--- src/rtl/hazard_scoreboard_unit.sv ---
// Operand-hazard controller: nearest-stage forwarding select per source operand,
// plus a scoreboard of multi-cycle producers that stalls dependent ID instructions.
module hazard_scoreboard_unit #(
    parameter int ADDR_W   = 5,
    parameter int NUM_SRC  = 2,
    parameter int NUM_FWD  = 2,
    parameter int SB_DEPTH = 4,
    parameter int LAT_W    = 3,
    parameter int CNT_W    = 16,
    parameter int SEL_W    = $clog2(NUM_FWD + 1)
) (
    input  logic                       clk_i,
    input  logic                       rst_i,
    input  logic [NUM_SRC*ADDR_W-1:0]  EX_srcAddr_i,
    input  logic [NUM_FWD*ADDR_W-1:0]  FWD_wbAddr_i,
    input  logic [NUM_FWD-1:0]         FWD_regWrite_i,
    input  logic [NUM_SRC*ADDR_W-1:0]  ID_srcAddr_i,
    input  logic [NUM_SRC-1:0]         ID_srcUsed_i,
    input  logic                       ID_longOp_i,
    input  logic                       issue_valid_i,
    input  logic [ADDR_W-1:0]          issue_wbAddr_i,
    input  logic [LAT_W-1:0]           issue_lat_i,
    output logic [NUM_SRC*SEL_W-1:0]   Forward_o,
    output logic                       stall_o,
    output logic                       sb_full_o,
    output logic                       ovf_o,
    output logic [CNT_W-1:0]           stall_cnt_o
);

    logic [SB_DEPTH-1:0] valid_q;
    logic [ADDR_W-1:0]   addr_q [SB_DEPTH];
    logic [LAT_W-1:0]    cnt_q  [SB_DEPTH];
    logic                ovf_q;
    logic [CNT_W-1:0]    stall_cnt_q;

    logic [SB_DEPTH-1:0] alloc_oh;
    logic                alloc_req;
    logic                alloc_found;
    logic                sb_full;
    logic                src_hazard;

    // Forwarding: scan farthest to nearest so the nearest matching stage wins.
    always_comb begin
        Forward_o = '0;
        for (int k = 0; k < NUM_SRC; k++) begin
            for (int s = NUM_FWD - 1; s >= 0; s--) begin
                if (FWD_regWrite_i[s] &&
                    (FWD_wbAddr_i[s*ADDR_W +: ADDR_W] != '0) &&
                    (FWD_wbAddr_i[s*ADDR_W +: ADDR_W] == EX_srcAddr_i[k*ADDR_W +: ADDR_W])) begin
                    Forward_o[k*SEL_W +: SEL_W] = SEL_W'(s + 1);
                end
            end
        end
    end

    assign sb_full   = &valid_q;
    assign alloc_req = issue_valid_i && (issue_lat_i != '0) && (issue_wbAddr_i != '0);

    // Lowest free entry judged on pre-edge state, so an entry freeing at this edge is not reused.
    always_comb begin
        alloc_oh    = '0;
        alloc_found = 1'b0;
        for (int i = 0; i < SB_DEPTH; i++) begin
            if (!valid_q[i] && !alloc_found) begin
                alloc_oh[i] = 1'b1;
                alloc_found = 1'b1;
            end
        end
    end

    always_comb begin
        src_hazard = 1'b0;
        for (int k = 0; k < NUM_SRC; k++) begin
            for (int i = 0; i < SB_DEPTH; i++) begin
                if (ID_srcUsed_i[k] && valid_q[i] &&
                    (ID_srcAddr_i[k*ADDR_W +: ADDR_W] != '0) &&
                    (addr_q[i] == ID_srcAddr_i[k*ADDR_W +: ADDR_W])) begin
                    src_hazard = 1'b1;
                end
            end
        end
    end

    assign stall_o = src_hazard || (ID_longOp_i && sb_full);

    always_ff @(posedge clk_i or negedge rst_i) begin
        if (!rst_i) begin
            valid_q <= '0;
            for (int i = 0; i < SB_DEPTH; i++) begin
                addr_q[i] <= '0;
                cnt_q[i]  <= '0;
            end
        end else begin
            for (int i = 0; i < SB_DEPTH; i++) begin
                if (alloc_req && alloc_oh[i]) begin
                    valid_q[i] <= 1'b1;
                    addr_q[i]  <= issue_wbAddr_i;
                    cnt_q[i]   <= issue_lat_i;
                end else if (valid_q[i]) begin
                    if (cnt_q[i] == LAT_W'(1)) begin
                        valid_q[i] <= 1'b0;
                    end
                    cnt_q[i] <= cnt_q[i] - 1'b1;
                end
            end
        end
    end

    always_ff @(posedge clk_i or negedge rst_i) begin
        if (!rst_i) begin
            ovf_q       <= 1'b0;
            stall_cnt_q <= '0;
        end else begin
            if (alloc_req && sb_full) begin
                ovf_q <= 1'b1;
            end
            if (stall_o && (stall_cnt_q != {CNT_W{1'b1}})) begin
                stall_cnt_q <= stall_cnt_q + 1'b1;
            end
        end
    end

    assign sb_full_o   = sb_full;
    assign ovf_o       = ovf_q;
    assign stall_cnt_o = stall_cnt_q;

endmodule

--- config.mk ---
export PLATFORM = sky130hd
export DESIGN_NAME = hazard_scoreboard_unit
export DESIGN_NICKNAME = d
export VERILOG_FILES = /design/src/rtl/hazard_scoreboard_unit.sv
export SDC_FILE = /design/constraint.sdc
export NUM_CORES = 1
export LEC_CHECK = 0
export ABC_CLOCK_PERIOD_IN_PS = 2050
export CORE_UTILIZATION = 40
export CTS_CLUSTER_SIZE = 12
export DETAILED_ROUTE_END_ITERATION = 10
export DONT_BUFFER_PORTS = 1
export GPL_TIMING_DRIVEN = 0
export PLACE_DENSITY = 0.63
export RECOVER_POWER = 50
export SLEW_MARGIN = 20
export SYNTH_ARGS = -nofsm -noshare
export SYNTH_HDL_FRONTEND = slang
export SYNTH_SLANG_ARGS = --single-unit
--- constraint.sdc ---
create_clock -name clk_i -period 2.05 [get_ports clk_i]
set_clock_uncertainty 0.05 [all_clocks]
set_input_delay 0.1025 -clock clk_i [delete_from_list [all_inputs] [get_ports clk_i]]
set_output_delay 0.1025 -clock clk_i [all_outputs]
set_load 0.01 [all_outputs]
* After elaboration in Yosys (flattened, before gate mapping)
Cells that the tools add are included.
** Operators by class
- Add/subtract/negate cells :: 5
- Equality and inequality tests :: 17
- Muxes and demuxes :: 38
- Reduce and logical (&&, ||, !) cells :: 59
** Operators by type and width (number)
- equality test 5 bit :: 12
- logical AND 1 bit :: 42
- 2-to-1 mux 1 bit :: 26
- nonzero test 5 bit :: 5
- 2-to-1 mux 3 bit :: 8
- adder 16 x 1 -> 16 bit, second input constant :: 1
- != test 16 bit, second input constant :: 1
- equality test 3 x 1 -> 1 bit, second input constant :: 4
- subtractor 3 x 1 -> 3 bit, second input constant :: 4
- 2-to-1 mux 2 bit :: 4
- nonzero test 2 bit :: 4
- zero test 1 bit :: 5
- AND reduction 4 bit :: 1
- nonzero test 3 bit :: 1
- logical OR 1 bit :: 1
** Word-level totals
- Word-level logic and storage cells :: 130
- Bits in registers :: 53
- Bits of input ports :: 46

* Depth between registers and ports, before layout
Gate-level depths: netlist of the first run.
- Depth in word-level cells :: 13
- Gate-level depth with buffers :: 10

* Least setup slack after synthesis of the first run
OpenSTA, ideal clock, no wires.
- Path type :: flip-flop to flip-flop
- Start :: reg stall_cnt_q[7] (netlist: stall_cnt_o[7])
- End :: reg stall_cnt_q[3] (netlist: stall_cnt_o[3])
- Stages on the path, launching flop included :: 10
- Path buffers :: 1
- Path slack :: -0.025 ns
- Arrival time :: 1.898 ns
- Setup time :: 0.127 ns
- Cell sequence :: dfrtp_1 > and3_4 > and3_4 > and3_4 > and2_4 > and3_4 > a31oi_4 > buf_6 > nand4_1 > xnor2_1
** Between the ends
- Word-level cells in the longest chain between the ends :: 2
** RTL lines
- from (decl) :: RTL line 34 : logic [CNT_W-1:0] stall_cnt_q;
- from (signal assigned) :: RTL line 118 : stall_cnt_q <= stall_cnt_q + 1'b1;
- != test 16 bit :: RTL line 117 : if (stall_o && (stall_cnt_q != {CNT_W{1'b1}})) begin
- logical AND 1 bit :: RTL line 117
No other way between the ends.
A chain may end at the register's enable or synchronous reset.

* Worst setup path in the final report of the first run
- Start :: reg stall_cnt_q[8] (netlist: stall_cnt_o[8])
- End :: reg stall_cnt_q[4] (netlist: stall_cnt_o[4])
The elaborated chain is that of the path after synthesis.

==> flow_summary.ini, run 1 <==
[outcome]
outcome = finished with violations
violations = setup timing

[timing]
hold_viol = 0
setup_viol = 15
rsz0062_at_grt = true
finalMaxSlewViolations = 0
whs_ns = 0.0333
fin_crit_ns = 2.22
fmax_mhz = 451
worst_slack_ns = -0.165
worstMarginPinSlew_ns = 1.32
period_share_pct = 108
timing.slew.headroom_pct = 12.1

[yosys]
yosysMostFrequentCell = dfrtp_1
synth_fa_ha_area_share_pct = 3.41
yosysTopAreaCell = dfrtp_1
synth_nets = 374
synthCells = 319
avgSynthCellArea_sq_um = 10.3
synth_top_family_by_area = XOR/XNOR gates
synth_flop_cell = dfrtp_1
yosys-top-cells-area = dfrtp_1, xor2_1, xnor2_1, mux2_2, ha_1
ys_warn_count = 0
synth_top_area_share_pct = 40.2
synthSimpleGateAreaFrac_pct = 15.0
synth_edf_count = 0
yosysUniqueCellTypes = 39
syn_area_sq_mm = 0.00330
synth_xor_area_share_pct = 20.7
yosys-top-cells-count = dfrtp_1, xor2_1, xnor2_1, mux2_2, nand2_1
synth.area.mux_share_pct = 8.19
ys_async_sr_fraction_pct = 100
ys_seq_area_share_pct = 40.2
ys_ff_latch = 53
synth-compound-area-share_pct = 7.66

[clocking]
root_buffer = clkbuf_8
clk_path_buf_depth = 2
numCtsBuffers = 5
tritoncts = done
cts_num_sinks = 53
htree_levels = 2
clkTransAtPathRegs_ns = 0.11
clock_latency_ns = 0.32

[final_layout]
diodes = 0
drive_above_1_share_pct = 22.1
fillers = 723
nets = 402
fin_area_sq_mm = 0.00378
area_growth_pct = 14.4

[worst_setup_path]
cp-start-kind = flop
crit_fanout = 6
cp.required_ns = 2.21
crit_arrival_ns = 2.38
path_class = reg2reg
end_kind = flop

[floorplanning]
dieWidth_um = 92.8
die_area_sq_mm = 0.00862
die_h_um = 92.8
pin_count = 69
coreArea_sq_mm = 0.00785
start_util_pct = 42.1
rows = 32

[routing]
vias = 2435
drtIter0Drc = 65
viasPerCell = 5.41
antenna_left = 0
drc = 0
wl_per_cell_um = 16.9
firstDrtPassIters = 4
drt-total-wl_um = 7620

[global_routing]
overflow = 0
grt_first_pass_wirelength_um = 12600
antenna_found_initial = 0
grt_use_total_pct = 18.7
grt_max_degree = 54
grt_pass1_vias = 2610

[hold_path]
hold_class = in2reg

[power_and_ir_drop]
power_density_mw_per_mm2 = 1240
p_leak_nw = 1.57
ir_drop_mv = 0.421

[placement]
gp_congestion = 0.805
hpwl_um = 5510
io_buffers = 0
placed_area_sq_mm = 0.00343

[job]
drv_cap = 0
## state kept, by name, summed over array words and instances, names as in the netlist
register	cells
stall_cnt_o	16
ovf_o	1
cnt_q	12
addr_q	20
valid_q	4
## worst paths after layout
check                                           start                          to  slack, ns  cells past startpoint
max                        stall_cnt_o[8]$_DFFE_PN0P_  stall_cnt_o[4]$_DFFE_PN0P_      -0.17                      9
min                                    issue_lat_i[0]        cnt_q[3]$_DFFE_PN0P_       0.03                      2
max reg2reg                stall_cnt_o[8]$_DFFE_PN0P_  stall_cnt_o[4]$_DFFE_PN0P_      -0.17                      9
min reg2reg                      cnt_q[9]$_DFFE_PN0P_        cnt_q[9]$_DFFE_PN0P_       0.47                      1
max in group asynchronous                       rst_i  stall_cnt_o[7]$_DFFE_PN0P_       0.52                      2
min in group asynchronous                       rst_i  stall_cnt_o[9]$_DFFE_PN0P_       0.56                      2
## what timing repair did
action                                  in CTS  in global routing
hold buffers                                10                  0
gates resized for setup                     10                  2
pin swaps                                   17                 10
endpoints found under the setup margin      21                 22
endpoints found under the hold margin       80                  0
buffers inserted                             8                  2
cloned                                       1                  0
## layout make-up
cell class,instances,area (sq um),share of cell area [%]
multi-input combinational,235,1860,49.2
sequential,53,1330,35.2
timing repair buffer,21,181,4.80
tap,102,128,3.38
buffer,18,113,2.98
clock buffer,5,68.8,1.82
clock inverter,3,50.0,1.33
inverter,13,48.8,1.29
## placed cells by master, fill, tap and decap left out, types with 2 or more instances in the layout
| cell | count |
|---|---|
| nor4_2 | 4 |
| and2_1 | 2 |
| nor2_1 | 10 |
| o21ai_0 | 6 |
| xnor2_1 | 31 |
| nor4_1 | 8 |
| dlygate4sd3_1 | 9 |
| nand3_1 | 12 |
| dfrtp_2 | 2 |
| buf_2 | 8 |
| nand4_1 | 12 |
| and3_4 | 4 |
| clkbuf_8 | 5 |
| mux2_2 | 24 |
| and3_1 | 2 |
| a211oi_1 | 6 |
| inv_1 | 13 |
| xor2_1 | 47 |
| nor3_1 | 2 |
| o311ai_0 | 3 |
| or4_1 | 6 |
| clkbuf_1 | 4 |
| or2_2 | 2 |
| dfrtp_1 | 51 |
| ha_1 | 9 |
| nand2_1 | 17 |
| clkbuf_2 | 2 |
| buf_6 | 5 |
| buf_4 | 11 |
| a21oi_1 | 11 |
## logic make-up after synthesis
group,count (synthesis)
DFF,53
muxes,24
buffers and inverters,31
and+or+nand+nor,88
adders and majority gates,9
AOI/OAI and AO/OA,36
xor gates and xnor gates,78
## worst max-delay path, cell delays in order (launching register included)
cell and delay, ns:
dfrtp_2 0.47, and3_4 0.21, and3_4 0.18, and3_4 0.17, and2_4 0.16, and3_4 0.18, a31oi_4 0.26, buf_4 0.16
nand4_1 0.11, xnor2_1 0.15
## power by group
| group | internal [W] | switching (W) |
|---|---|---|
| sequential | 0.00147 | 0.000434 |
| combinational | 0.00104 | 0.000959 |
| clock | 0.000375 | 0.000390 |
| total | 0.00289 | 0.00178 |
## per-stage QoR
step                total power, W  worst slack, ns  instances  utilization, %  setup TNS, ns
floorplan                  0.00327          -0.0200        319               -        -0.0200
CTS                        0.00467           -0.175        448            48.1          -2.09
global placement           0.00357           -0.182        421            43.7          -2.12
finish                     0.00467           -0.165        450            48.1          -2.02
global route               0.00503           -0.285        450            48.1          -3.79
detailed placement         0.00365           -0.257        421            43.7          -3.34
## layer usage
layer / track usage, % / vias up / share of wire [%]
met1: 22.7 / 1188 / 43
met5: 0 / - / 0
met4: 3.21 / 0 / 0.89
met3: 5.34 / 6 / 7.4
met2: 33.1 / 81 / 49
li1: - / 1160 / -
Note: power is estimated with default switching activity, not from simulation.
==> inputs of run 2 (changes only) <==
==> constraint.sdc (replaced) <==
create_clock -name clk_i -period 2.05 [get_ports clk_i]
set_clock_uncertainty 0.05 [all_clocks]
set_input_delay 0.3075 -clock clk_i [delete_from_list [all_inputs] [get_ports clk_i]]
set_output_delay 0.3075 -clock clk_i [all_outputs]
set_load 0.01 [all_outputs]
==> run 2 against run 1 <==
Net effect: via count decreased by 1.1%; utilization decreased by 1.4 points; global-route usage decreased by 0.49 points; final area decreased by 2.8%; non-clock buffer count decreased by 11; the flow still finishes with violations (setup timing); largest cell class unchanged; clock power decreased by 0.9%; flip-flop and latch count unchanged; highest routed layer unchanged; clock-buffer cell count unchanged; sequential power about the same.
==> flow_summary.ini, run 2 (same netlist as run 1, synthesis figures left out) <==
[outcome]
outcome = finished with violations
violations = setup timing

[floorplanning]
coreArea_sq_mm = 0.00785
pin_count = 69
rows = 32
die_area_sq_mm = 0.00862
die_h_um = 92.8
start_util_pct = 42.1
dieWidth_um = 92.8

[routing]
wl_per_cell_um = 17.0
drtIter0Drc = 104
drt-total-wl_um = 7460
antenna_left = 0
drc = 0
viasPerCell = 5.49
vias = 2408
firstDrtPassIters = 4

[clocking]
clkTransAtPathRegs_ns = 0.11
numCtsBuffers = 5
cts_num_sinks = 53
clock_latency_ns = 0.32
clk_path_buf_depth = 2
root_buffer = clkbuf_8
tritoncts = done
htree_levels = 2

[timing]
period_share_pct = 108
fin_crit_ns = 2.21
fmax_mhz = 453
rsz0062_at_grt = true
worst_slack_ns = -0.159
whs_ns = 0.0846
hold_viol = 0
final.setup.tns_ns = -2.10
timing.slew.headroom_pct = 12.7
worstMarginPinSlew_ns = 1.31
setup_viol = 16
finalMaxSlewViolations = 0

[worst_setup_path]
path_class = reg2reg
cp-start-kind = flop
crit_arrival_ns = 2.37
end_kind = flop
crit_chain = and3_4, and3_4, and3_4, and2_4, and3_4, a31oi_4, buf_4, nand4_1, xnor2_1
crit_fanout = 6
slowest_stage = dfrtp_2
cpMostUsedCell = and3_4
max_stage_delay_ns = 0.48
cp.required_ns = 2.21

[power_and_ir_drop]
finalPower_w = 0.00459
pwr-share-clk_pct = 16.5
power_density_mw_per_mm2 = 1250
p_leak_nw = 1.52
ir_drop_mv = 0.418
switching_share_pct = 38.1
switchingPower_w = 0.00175
p_int_w = 0.00284
combPwrFrac_pct = 42.0
seqPwrFrac_pct = 41.5

[global_routing]
grtUsageMet1_pct = 21.8
busiest_layer = met2
overflow = 0
met3_usage_pct = 5.91
grt_pass1_vias = 2520
grt_use_total_pct = 18.2
grt_max_degree = 54
grt_first_pass_wirelength_um = 12300
grt_use_met2_pct = 32.0
antenna_found_initial = 0

[final_layout]
drive_above_1_share_pct = 22.0
diodes = 0
top_register = addr_q
layout_common_cells = dfrtp_1, xor2_1, xnor2_1
nets = 391
final_common_cell = dfrtp_1
largest_reg_flops = 20
stdcell_count = 439
area_growth_pct = 11.2

[hold_path]
hold_class = in2reg

[placement]
gp_congestion = 0.805
placedCellCount = 421
io_buffers = 0
hpwl_um = 5510

[job]
drv_cap = 0
[run 2: final timing paths]
check / from / slack [ns] / depth (start not counted) / to
setup / recovery: stall_cnt_o[7]$_DFFE_PN0P_ / -0.16 / 9 / stall_cnt_o[4]$_DFFE_PN0P_
hold / removal: issue_wbAddr_i[4] / 0.08 / 1 / addr_q[14]$_DFFE_PN0P_
max in group asynchronous: rst_i / 0.33 / 2 / stall_cnt_o[7]$_DFFE_PN0P_
min in group asynchronous: rst_i / 0.76 / 2 / ovf_o$_DFFE_PN0P_
hold reg to reg: cnt_q[9]$_DFFE_PN0P_ / 0.47 / 1 / cnt_q[9]$_DFFE_PN0P_
setup reg to reg: stall_cnt_o[7]$_DFFE_PN0P_ / -0.16 / 9 / stall_cnt_o[4]$_DFFE_PN0P_
[run 2: area by class of cell]
class | instances | area (sq um)
clock inverters | 3 | 50.0
multi-input cells | 235 | 1850
repair buffers | 10 | 78.8
well taps | 102 | 128
flip-flops and latches | 53 | 1330
inverters | 13 | 48.8
plain buffers | 18 | 113
clock buffers | 5 | 68.8
fillers | 731 | 4180
[run 2: what timing repair did]
action | CTS | global route
setup endpoints to repair | 23 | 24
resized for setup | 10 | 2
hold buffers | 2 | 0
gates cloned | 1 | 0
hold endpoints to repair | 53 | 0
pin swaps | 17 | 6
buffers inserted | 7 | 0
[run 2: power by group through the flow]
stage	Combinational [W]	Sequential [W]	Clock, W
after floorplan	0.00143	0.00184	0
after global placement	0.00163	0.00193	0
after detailed placement	0.00170	0.00195	0
after CTS	0.00194	0.00191	0.000778
after global routing	0.00217	0.00197	0.000820
final	0.00193	0.00191	0.000758
[run 2: routing by layer]
metal	vias up	share of wire, %	routed length [um]
li1	1139	-	-
met1	1180	41	3080
met2	83	49	3670
met3	6	8.6	639
met4	0	0.84	63
met5	-	0	0
[run 2: through the flow]
step,instance area (sq um),util [%],worst slack (ns)
floorplan,3300,-,-0.0200
finish,3670,46.8,-0.159
global route,3670,46.8,-0.317
global placement,3430,43.7,-0.241
detailed placement,3430,43.7,-0.303
CTS,3690,47.0,-0.179
[run 2: critical path: cells and delay by family, from the launching register on]
family          cells  cell delay, ns
xor+xnor            1            0.15
compound gates      1            0.26
simple gates        6            1.00
flops               1            0.48
buf+inv             1            0.16
